## src/rtl/vga_pkg.sv

```systemverilog
// Shared constants for the VGA bouncing-box animation: active extent,
// motion-state encoding and the box colour palette.
package vga_pkg;

    localparam int H_ACT = 640;
    localparam int V_ACT = 480;

    // Motion state is {y_dir, x_dir}, where 0 means the positive direction.
    localparam logic [1:0] ST_DR = 2'b00;
    localparam logic [1:0] ST_DL = 2'b01;
    localparam logic [1:0] ST_UR = 2'b10;
    localparam logic [1:0] ST_UL = 2'b11;

    localparam logic [11:0] PAL_0 = 12'hF00;
    localparam logic [11:0] PAL_1 = 12'h0F0;
    localparam logic [11:0] PAL_2 = 12'h00F;
    localparam logic [11:0] PAL_3 = 12'hFFF;

    function automatic logic [11:0] palette(input logic [1:0] idx);
        case (idx)
            2'd0:    return PAL_0;
            2'd1:    return PAL_1;
            2'd2:    return PAL_2;
            default: return PAL_3;
        endcase
    endfunction

endpackage

```

## src/rtl/vga_box_axis.sv

```systemverilog
// One axis of the bouncing box: position, direction and edge bounce,
// advanced only when update_i is high.
module vga_box_axis
    import vga_pkg::*;
#(
    parameter int EXTENT   = 640,
    parameter int BOX_SIZE = 32,
    parameter int STEP     = 2
) (
    input  logic       clk,
    input  logic       rst_n,
    input  logic       update_i,
    output logic [9:0] pos_o,
    output logic       dir_o,
    output logic       dir_nxt_o
);

    localparam logic [10:0] MAX_POS = 11'(EXTENT - BOX_SIZE);
    localparam logic [10:0] STEP_W  = 11'(STEP);

    logic [9:0]  pos_q, pos_d;
    logic        dir_q, dir_d;
    logic [10:0] pos_ext;

    // Widened to 11 bits so pos + STEP can never wrap before the compare.
    assign pos_ext = {1'b0, pos_q};

    always_comb begin
        // NOTE: defaults first so every path assigns; this keeps the block free of latches.
        pos_d = pos_q;
        dir_d = dir_q;
        if (!dir_q) begin
            if ((pos_ext + STEP_W) >= MAX_POS) begin
                pos_d = MAX_POS[9:0];
                dir_d = 1'b1;
            end else begin
                pos_d = 10'(pos_ext + STEP_W);
            end
        end else begin
            if (pos_ext <= STEP_W) begin
                pos_d = '0;
                dir_d = 1'b0;
            end else begin
                pos_d = 10'(pos_ext - STEP_W);
            end
        end
    end

    always_ff @(posedge clk or negedge rst_n) begin
        if (!rst_n) begin
            pos_q <= '0;
            dir_q <= 1'b0;
        end else if (update_i) begin
            // NOTE: non-blocking so every register samples pre-edge values.
            pos_q <= pos_d;
            dir_q <= dir_d;
        end
    end

    assign pos_o     = pos_q;
    assign dir_o     = dir_q;
    assign dir_nxt_o = dir_d;

endmodule

```

## src/rtl/vga_box_anim.sv

```systemverilog
// Bouncing coloured box over a flat background; the box moves once per
// frame and changes colour each time it bounces off an edge.
module vga_box_anim #(
    parameter int          H_ACT    = vga_pkg::H_ACT,
    parameter int          V_ACT    = vga_pkg::V_ACT,
    parameter int          BOX_SIZE = 32,
    parameter int          STEP     = 2,
    parameter logic [11:0] BG_COLOR = 12'h000
) (
    input  logic        vga_clk,
    input  logic        sys_rst_n,
    input  logic        move_en,
    input  logic [9:0]  pix_x,
    input  logic [9:0]  pix_y,
    output logic [11:0] pix_data
);

    import vga_pkg::*;

    logic        tick_q, tick_d;
    logic        update;
    logic [9:0]  box_x, box_y;
    logic        dir_x, dir_y, dir_x_nxt, dir_y_nxt;
    logic [1:0]  state, state_nxt;
    logic [1:0]  color_idx_q, color_idx_d;
    logic [11:0] pix_data_q, pix_data_d;
    logic        in_active, in_box;

    // Last active pixel sampled -> one-cycle frame-end pulse next cycle.
    assign tick_d = (pix_x == 10'(H_ACT - 1)) && (pix_y == 10'(V_ACT - 1));
    assign update = tick_q & move_en;

    vga_box_axis #(.EXTENT(H_ACT), .BOX_SIZE(BOX_SIZE), .STEP(STEP)) u_axis_x (
        .clk      (vga_clk),
        .rst_n    (sys_rst_n),
        .update_i (update),
        .pos_o    (box_x),
        .dir_o    (dir_x),
        .dir_nxt_o(dir_x_nxt)
    );

    vga_box_axis #(.EXTENT(V_ACT), .BOX_SIZE(BOX_SIZE), .STEP(STEP)) u_axis_y (
        .clk      (vga_clk),
        .rst_n    (sys_rst_n),
        .update_i (update),
        .pos_o    (box_y),
        .dir_o    (dir_y),
        .dir_nxt_o(dir_y_nxt)
    );

    assign state     = {dir_y, dir_x};
    assign state_nxt = {dir_y_nxt, dir_x_nxt};

    // Any state change is a bounce; a corner changes both bits but bumps once.
    assign color_idx_d = (update && (state_nxt != state)) ? color_idx_q + 2'd1 : color_idx_q;

    assign in_active = ({1'b0, pix_x} < 11'(H_ACT)) && ({1'b0, pix_y} < 11'(V_ACT));
    assign in_box    = ({1'b0, pix_x} >= {1'b0, box_x}) &&
                       ({1'b0, pix_x} <  ({1'b0, box_x} + 11'(BOX_SIZE))) &&
                       ({1'b0, pix_y} >= {1'b0, box_y}) &&
                       ({1'b0, pix_y} <  ({1'b0, box_y} + 11'(BOX_SIZE)));

    assign pix_data_d = !in_active ? 12'h000 :
                        in_box     ? palette(color_idx_q) : BG_COLOR;

    always_ff @(posedge vga_clk or negedge sys_rst_n) begin
        if (!sys_rst_n) begin
            tick_q      <= 1'b0;
            color_idx_q <= 2'd0;
            pix_data_q  <= 12'h000;
        end else begin
            tick_q      <= tick_d;
            color_idx_q <= color_idx_d;
            pix_data_q  <= pix_data_d;
        end
    end

    assign pix_data = pix_data_q;

endmodule

```

## config.mk

```make
export PLATFORM = sky130hd
export DESIGN_NAME = vga_box_anim
export DESIGN_NICKNAME = d
export VERILOG_FILES = /design/src/rtl/vga_pkg.sv /design/src/rtl/vga_box_axis.sv /design/src/rtl/vga_box_anim.sv
export SDC_FILE = /design/constraint.sdc
export NUM_CORES = 1
export LEC_CHECK = 0
export ABC_CLOCK_PERIOD_IN_PS = 2850
export CAP_MARGIN = 10
export CORE_MARGIN = 4
export CORE_UTILIZATION = 50
export DETAILED_ROUTE_END_ITERATION = 8
export PLACE_DENSITY = 0.73
export SLEW_MARGIN = 10
export SYNTH_ARGS = -nofsm -noshare
export SYNTH_HDL_FRONTEND = slang
export SYNTH_SLANG_ARGS = --single-unit
```

## constraint.sdc

```tcl
create_clock -name vga_clk -period 2.85 [get_ports vga_clk]
set_clock_uncertainty 0.05 [all_clocks]
set_input_delay 0.285 -clock vga_clk [delete_from_list [all_inputs] [get_ports vga_clk]]
set_output_delay 0.285 -clock vga_clk [all_outputs]
set_load 0.005 [all_outputs]
```

==> Word level (Yosys, flattened, before mapping) <==
Index checks and enable logic that the tools add are counted.
Widths: inputs -> output; s select.
{ "word_totals": {"reg_bits": 37, "out_inout_bits": 12, "word_cells": 52, "inputBits": 23} }
{ "classes": {"n_lt_le_gt_ge": 10, "bitwise": 1, "n_mux": 15, "addsub": 7, "n_eq_ne": 5, "n_reduce_logical": 7} }
{ "op_table": {"columns": ["operator", "count"], "rows": [
  ["$mux 10", 6],
  ["$pmux 12 s3", 1],
  ["$mux 12", 2],
  ["$add 10x2->11 const B", 2],
  ["$add 10x6->11 const B", 2],
  ["$lt 10x11->1", 2],
  ["$ge 10x10->1", 2],
  ["$le 10x2->1 const B", 2],
  ["$sub 10x2->10 const B", 2],
  ["$ge 11x10->1 const B", 1],
  ["$ge 11x9->1 const B", 1],
  ["$eq 10x10->1 const B", 1],
  ["$eq 10x9->1 const B", 1],
  ["$lt 10x10->1 const B", 1],
  ["$lt 10x9->1 const B", 1],
  ["$logic_and 1x1->1", 6],
  ["$mux 1", 6],
  ["$add 2x1->2 const B", 1],
  ["$eq 2x1->1 const B", 1],
  ["$eq 2x2->1 const B", 1],
  ["$logic_not 2->1", 1],
  ["$ne 2x2->1", 1],
  ["$and 1x1->1", 1]
]} }

==> Logic depth before layout (Yosys ltp) <==
Gate-level depths: netlist (run 1).
{ "logic_depth": {"depth_word": 7, "depth_mapped": 12, "mapped_depth_nobuf": 11} }

==> Hierarchy <==
A second synthesis (run 1) with hierarchy kept.
{ "unflattened": {"cells_unflattened": 407, "hier_area_um2": 3323.2} }
{ "modules_own_cells": {"columns": ["mod", "area_each_um2", "cells_each", "seq_area_each_um2", "n_inst"], "rows": [
  ["vga_box_anim", 1297.5, 156, 150.1, 1],
  ["vga_box_axis at u_axis_x", 1039.7, 127, 250.2, 1],
  ["vga_box_axis at u_axis_y", 985.9, 124, 250.2, 1]
]} }

==> Worst setup path after synthesis (run 1) <==
No wires, ideal clock.
{ "synth_path": {"kind": "reg-to-reg", "start": "reg u_axis_x.pos_q[5] (netlist: u_axis_x.pos_o[5])", "end": "reg pix_data_q[3] (netlist: pix_data[3])", "setup_time_ns": 0.071, "period_less_slack_ns": 2.492, "stages_incl_launch_ff": 13, "path_slack_ns": 0.358, "t_arrival_ns": 2.371, "path_buffers": 1, "required_ns": 2.729, "path_cell_list": "dfrtp_1 > buf_2 > inv_1 > nor3_1 > xnor2_1 > ha_1 > a21o_1 > a21oi_1 > nand2_1 > o211ai_1 > o211ai_1 > a211o_1 > nor2_1"} }
{ "synth_between": {"elab_chain_cells": 7, "word_cells_on_any_way": 8, "classes_between": "add/sub: 1; order compare: 2; mux: 2; reduce/logical: 3"} }
{ "synth_rtl": {"columns": ["item", "line_no", "text"], "rows": [
  ["start: declaration", "vga_box_axis.sv:21", "logic [9:0] pos_q, pos_d;"],
  ["start signal: assignment", "vga_box_axis.sv:55", "pos_q <= pos_d;"],
  ["$add 10x6->11", "vga_box_anim.sv:59", "({1'b0, pix_x} < ({1'b0, box_x} + 11'(BOX_SIZE))) &&"],
  ["$lt 10x11->1", "vga_box_anim.sv:59", null],
  ["$logic_and 1x1->1 (*)", "vga_box_anim.sv:58", "assign in_box = ({1'b0, pix_x} >= {1'b0, box_x}) &&"],
  ["$logic_and 1x1->1 (*)", "vga_box_anim.sv:59", null],
  ["$logic_and 1x1->1 (*)", "vga_box_anim.sv:60", "({1'b0, pix_y} >= {1'b0, box_y}) &&"],
  ["$mux 12 (*)", "vga_box_anim.sv:64", "in_box ? palette(color_idx_q) : BG_COLOR;"],
  ["$mux 12 (*)", "vga_box_anim.sv:63", "assign pix_data_d = !in_active ? 12'h000 :"],
  ["end signal: assignment", "vga_box_anim.sv:74", "pix_data_q <= pix_data_d;"],
  ["end: declaration", "vga_box_anim.sv:26", "logic [11:0] pix_data_q, pix_data_d;"]
]} }
Every way passes the cells marked *; elsewhere a longest branch is shown, timed or not.
A chain may end at the register's enable or synchronous reset.

==> Worst setup path after layout (run 1) <==
{ "layout_path": {"start": "reg u_axis_x.pos_q[6] (netlist: u_axis_x.pos_o[6])", "end": "reg pix_data_q[3] (netlist: pix_data[3])"} }
Same word-level chain as after synthesis.

==> results of run 1 <==
## worst reg2reg max path, stage by stage, from the launching register on
cell,delay [ns]
dfrtp_1,0.52
inv_1,0.09
nor3_1,0.29
xnor2_1,0.16
ha_1,0.26
a21o_1,0.18
a21oi_1,0.17
nand2_1,0.07
o211ai_1,0.16
o211ai_1,0.13
a211o_1,0.30
nor2_1,0.12
## logic make-up (layout without fill, tap and decap cells)
group,count (synthesis),count (layout),share of synthesized area [%]
fa+ha+maj,41,41,18.0
buf+inv,58,80,10.2
compound gates,110,110,26.1
xor+xnor,9,9,2.77
mux,2,2,0.703
simple gates,103,103,19.4
flops,26,26,22.9
## synth_stat cells (4+ instances only)
library cell	instances
ha_1	41
o21ai_0	34
inv_1	31
dfrtp_1	26
nand2_1	21
nand3_1	20
a21oi_1	19
nor2_1	16
buf_4	9
xnor2_1	9
buf_2	8
nor3_1	8
o21a_1	7
clkbuf_1	6
nand4_1	6
nor4_1	6
a221oi_1	5
a31oi_1	5
and3_1	4
and4_1	4
o31ai_1	4
## cell usage in the layout (no fill, tap or decap), types with 3 or more instances in the layout
cell type        count
clkdlybuf4s50_1     34
nor2_1              16
or3_1                3
dfrtp_1             26
o21a_1               7
nor3_1               8
nand3_1             20
o22ai_1              3
and3_1               4
nand4_1              6
o21ai_0             34
clkbuf_8             3
nor4_1               6
o211ai_1             3
a31oi_1              5
nand2_1             21
a21oi_1             19
buf_4               12
nand2b_1             3
xnor2_1              9
inv_1               31
ha_1                41
a221oi_1             5
a22oi_1              3
a21o_1               3
o31ai_1              4
and4_1               4
a211oi_1             3
## power by group
part	total (µW)	switching [µW]	internal [µW]
clock	214	119	94.9
sequential	369	0.175	369
combinational	93.9	42.2	51.7
total	677	162	515
## metrics by stage
stage,power [µW],instances
detailed placement,470,440
finish,677,443
floorplan,414,349
global placement,468,440
global route,710,443
CTS,685,443
## flip-flops by register name (all words and copies together), names as in the netlist
register	flops
u_axis_y.dir_o	1
u_axis_y.pos_o	9
pix_data	3
u_axis_x.dir_o	1
tick_q	1
u_axis_x.pos_o	9
color_idx_q	2
## worst min path at each step
stage,start,endpoint,depth (start not counted)
CTS,sys_rst_n,u_axis_x.pos_o[8],2
global placement,color_idx_q[0],color_idx_q[0],1
detailed placement,color_idx_q[0],color_idx_q[0],1
global route,sys_rst_n,u_axis_x.pos_o[8],2
floorplan,sys_rst_n,color_idx_q[0],0
finish,sys_rst_n,u_axis_x.pos_o[8],2
## cell type report
class | instances | area (µm²) | area share [%]
Tap cell | 72 | 90.1 | 2.78
Sequential cell | 26 | 651 | 20.1
Multi-Input combinational cell | 265 | 1910 | 58.9
Clock buffer | 3 | 41.3 | 1.28
Inverter | 31 | 116 | 3.60
Timing Repair Buffer | 46 | 430 | 13.3
## metal layers
layer / GRT usage [%] / routed length [µm]
met5: 0 / 0
met4: 4.39 / 89
met3: 2.57 / 273
met2: 38.2 / 3690
met1: 26.5 / 3110
==> out/metrics.yaml, run 1 <==
status: "complete, no violations"
antenna_found_initial: 0
mappedNetlistNets: 413
clock_insertion_delay_worst_skew_ns: 0.27
remaining_drc_errors: 0
synth_top_area_share_pct: 22.9
cts_made_buffers: 3
finalSetupTns_ns: 0
drt_wl_total_um: 7160
fill_cells: 499
gpl.final_weighted_congestion: 0.890
setup_ws_ns: 0.269
cts_tree: "yes"
leakagePower_uw: 0.00135
reg2reg_slack_ns: 0.27
total_non_filler_cell_area_in_the_finished_layout_um2: 3240
synth_enable_flop_cells: 0
timing.final.hold_violations: 0
routed_via_density: 6.09
design.final.nets: 437
drive_above_1_share_pct: 5.93
syn_area_um2: 2850
min-delay-path-class: "input pin to asynchronous set/reset pin"
power.ir.vdd_worst_mv: 0.190
cap_violations: 0
grt_total_usage_pct: 21.0
synth.ff_latch_count: 26
ordered_list_of_cells_on_the_worst_path: "inv_1 > nor3_1 > xnor2_1 > ha_1 > a21o_1 > a21oi_1 > nand2_1 > o211ai_1 > o211ai_1 > a211o_1 > nor2_1"
setup.worst_path.start_class: "register"
max_slew.worst_pin.slew_ns: 0.601
sequential_fraction_of_the_synthesis_area_pct: 22.9
synth-main-ff-cell: "dfrtp_1"
rows: 27
critPathCaptureType: "register"
grt_start_max_net_pins: 27
maxSlewViolCount: 0
synth.lib_cells_used.distinct: 58
dr.first_iter.drc_count: 259
root_buffer: "clkbuf_8"
power_density_nw_per_um2: 209
clock_tree.buffer_depth: 2
rsz_0062_raised_after_global_routing: "no"
synth.avg_cell_area_um2: 8.16
fmax_mhz: 387
vias: 2700
preCtsSetupSlack_ns: 0.300
routed_wire_length_per_instance_um: 16.2
critical_path_depth: 11
critical_path.reg2reg.endpoint: "pix_data[3]"
worst_hold_slack_ns: 0.335
worst_ep_required_time_ns: 3.00
cts_num_sinks: 26
post_cts.resized_instances: 0
die-area_um2: 6960
post-route-min-period_ns: 2.58
htree_levels: 1
port_buffers: 34
crit_path_max_fanout: 9
start_util_pct: 51.7
cp.buffers_inverters: 1
ff2ff_path_depth: 11
die_w_um: 83.5
ant_nets: 0
dr.pass1.iters: 6
synth.top_cells.by_area: "dfrtp_1 (23%), ha_1 (18%), o21ai_0 (6.0%)"
grt_first_pass_wirelength_um: 12400
placed_area_um2: 3190
synth.yosys.warnings: 0
worstReg2RegStart: "u_axis_x.pos_o[6]"
fp.dieH_um: 83.5
critPathMostFrequentCell: "o211ai_1"
final.period_utilization_pct: 90.6
cp_delay_by_family_top: "compound AO/OA/AOI/OAI gates"
ys_async_sr_fraction_pct: 100
number_of_global_route_vias_before_repair: 2593
maxSlewHeadroom_pct: 59.8
worst_path_largest_cell_delay_ns: 0.52
utilization_pct: 58.8
dp_hpwl_um: 5660
synth_top_area_cell: "dfrtp_1"
globalRoute.totalOverflow: 0
antenna_cells_inserted: 0
synth_cells: 349
setup.worst_path.class: "register to register"
finalSetupViolations: 0
area.growth.synth_to_final_pct: 13.7
cts.reportedPaths.clkPinSlew_ns: 0.10
worst_ep_arrival_time_ns: 2.73
worstSetupStartpoint: "u_axis_x.pos_o[6]"
critical-path-slowest-cell: "dfrtp_1"
core_region_area_um2: 5510
cts_hold_buffers: 0
number_of_buffers_added_for_setup_after_cts: 0
io_pins: 35
critPathCapture: "pix_data[3]"
Power figures use the tool's default switching activity.
==> inputs of run 2 (changes only) <==
CORE_MARGIN = default   (was 4)
==> run 2 against run 1 <==
Net effect: global-route usage is 4.3 points higher; die area is 14% lower; worst hold slack worse by 0.019 ns; critical endpoint unchanged; critical path type unchanged; sequential cell count stayed put; register-to-register slack worse by 0.06 ns; first-iteration DRC count is 24% lower; largest power group unchanged; highest routed layer unchanged; critical path depth stayed put; sequential power hardly changed; non-clock buffer count stayed put.
==> out/metrics.yaml, run 2 (synthesized netlist as in run 1, its figures left out) <==
worst_ep_required_time_ns: 3.01  # was 3.00 ns
die-area_um2: 6000  # was 6960 µm²
power_density_nw_per_um2: 239  # was 209 nW/µm²
antenna_cells_inserted: 0  # unchanged
status: "complete, no violations"  # unchanged
rows: 27  # unchanged
cts_num_sinks: 26  # unchanged
final.period_utilization_pct: 92.5  # was 90.6%
globalRoute.totalOverflow: 0  # unchanged
crit_path_max_fanout: 9  # unchanged
remaining_drc_errors: 0  # unchanged
fp.dieH_um: 77.5  # was 83.5 µm
vias: 2760  # was 2,700
maxSlewHeadroom_pct: 64.7  # was 59.8%
fmax_mhz: 379  # was 387 MHz
max_slew.worst_pin.slew_ns: 0.528  # was 0.601 ns
dr.first_iter.drc_count: 197  # was 259
gpl.final_weighted_congestion: 0.873  # was 0.890
fill_cells: 483  # was 499
finalSetupViolations: 0  # unchanged
total_power_uw: 781  # was 677 µW
clock_insertion_delay_worst_skew_ns: 0.28  # was 0.27 ns
setup.worst_path.start_class: "register"  # unchanged
htree_levels: 1  # unchanged
power.ir.vdd_worst_mv: 0.262  # was 0.190 mV
setup.worst_path.class: "register to register"  # unchanged
grt_total_usage_pct: 25.2  # was 21.0%
routed_wire_length_per_instance_um: 15.9  # was 16.2 µm
final_common_cell: "ha_1"  # unchanged
core_region_area_um2: 5510  # unchanged
finalSetupTns_ns: 0  # unchanged
maxSlewViolCount: 0  # unchanged
port_buffers: 34  # unchanged
number_of_buffers_added_for_setup_after_cts: 0  # unchanged
start_util_pct: 51.7  # unchanged
antenna_found_initial: 0  # unchanged
dp_hpwl_um: 5340  # was 5660 µm
number_of_global_route_vias_before_repair: 2674  # was 2,593
total_non_filler_cell_area_in_the_finished_layout_um2: 3270  # was 3240 µm²
timing.final.hold_violations: 0  # unchanged
routed_via_density: 6.22  # was 6.09
leakagePower_uw: 0.00136  # was 0.00135 µW
cts_made_buffers: 3  # unchanged
worst_ep_arrival_time_ns: 2.80  # was 2.73 ns
layout_common_cells: "ha_1 (41), o21ai_0 (34), clkdlybuf4s50_1 (34)"  # unchanged
grt_first_pass_wirelength_um: 12400  # about the same
post-route-min-period_ns: 2.64  # was 2.58 ns
grt_start_max_net_pins: 27  # unchanged
cts_hold_buffers: 0  # unchanged
area.growth.synth_to_final_pct: 14.7  # was 13.7%
cts.reportedPaths.clkPinSlew_ns: 0.10  # about the same
placed_area_um2: 3190  # unchanged
design.final.nets: 437  # unchanged
min-delay-path-class: "input pin to asynchronous set/reset pin"  # unchanged
drive_above_1_share_pct: 6.18  # was 5.93%
ant_nets: 0  # unchanged
drt_wl_total_um: 7040  # was 7160 µm
die_w_um: 77.5  # was 83.5 µm
critPathCaptureType: "register"  # unchanged
cts_tree: "yes"  # unchanged
io_pins: 35  # unchanged
dr.pass1.iters: 5  # was 6
cap_violations: 0  # unchanged
post_cts.resized_instances: 0  # unchanged
clock_tree.buffer_depth: 2  # unchanged
rsz_0062_raised_after_global_routing: "no"  # unchanged
root_buffer: "clkbuf_8"  # unchanged
run 2: metal layers:
| layer | GRT usage, % | vias to the layer above | part of all wire [%] |
|---|---|---|---|
| met5 | 0 | - | 0 |
| met4 | 5.85 | 0 | 2.3 |
| met3 | 3.18 | 18 | 4.6 |
| met2 | 45.6 | 108 | 51 |
| met1 | 31.7 | 1294 | 43 |
| li1 | - | 1340 | - |
run 2: layout make-up:
| type | count | area, µm² | share of cell area [%] |
|---|---|---|---|
| multi-input combinational | 265 | 1910 | 58.4 |
| sequential | 26 | 651 | 19.9 |
| timing repair buffer | 46 | 430 | 13.2 |
| inverter | 31 | 116 | 3.56 |
| tap | 72 | 90.1 | 2.76 |
| clock buffer | 3 | 41.3 | 1.26 |
| clock inverter | 1 | 30.0 | 0.920 |
run 2: stage by stage:
step	utilization, %	instances	setup slack [ns]	hold WS [ns]
2_1_floorplan	-	349	0.358	-0.0606
3_3_place_gp	58.0	440	0.352	0.447
3_5_place_dp	58.0	440	0.266	0.453
4_1_cts	59.3	444	0.221	0.340
5_1_grt	59.3	444	0.0451	0.364
6_report	59.3	444	0.212	0.316
run 2: worst max-delay path, stage by stage (launching register included):
cell	delay, ns
dfrtp_1	0.53
inv_1	0.09
nor3_1	0.30
xnor2_1	0.16
ha_1	0.26
a21o_1	0.18
a21oi_1	0.17
nand2_1	0.07
o211ai_1	0.22
o211ai_1	0.13
a211o_1	0.29
nor2_1	0.12
run 2: path summary, 6_finish.rpt:
check | startpoint | endpoint | slack [ns] | cells after the start
hold reg to reg | u_axis_y.pos_o[5] | u_axis_y.pos_o[5] | 0.47 | 1
hold / removal | sys_rst_n | u_axis_x.pos_o[7] | 0.32 | 2
setup reg to reg | u_axis_x.pos_o[6] | pix_data[3] | 0.21 | 11
min in group vga_clk | u_axis_y.pos_o[5] | u_axis_y.pos_o[5] | 0.47 | 1
setup / recovery | u_axis_x.pos_o[6] | pix_data[3] | 0.21 | 11
max in group asynchronous | sys_rst_n | color_idx_q[0] | 2.15 | 2
run 2: power by group:
group,switching (µW),leakage (µW),internal (µW)
registers,0.174,0.000322,369
clock network,129,0.0000357,188
logic,43.1,0.00100,51.8
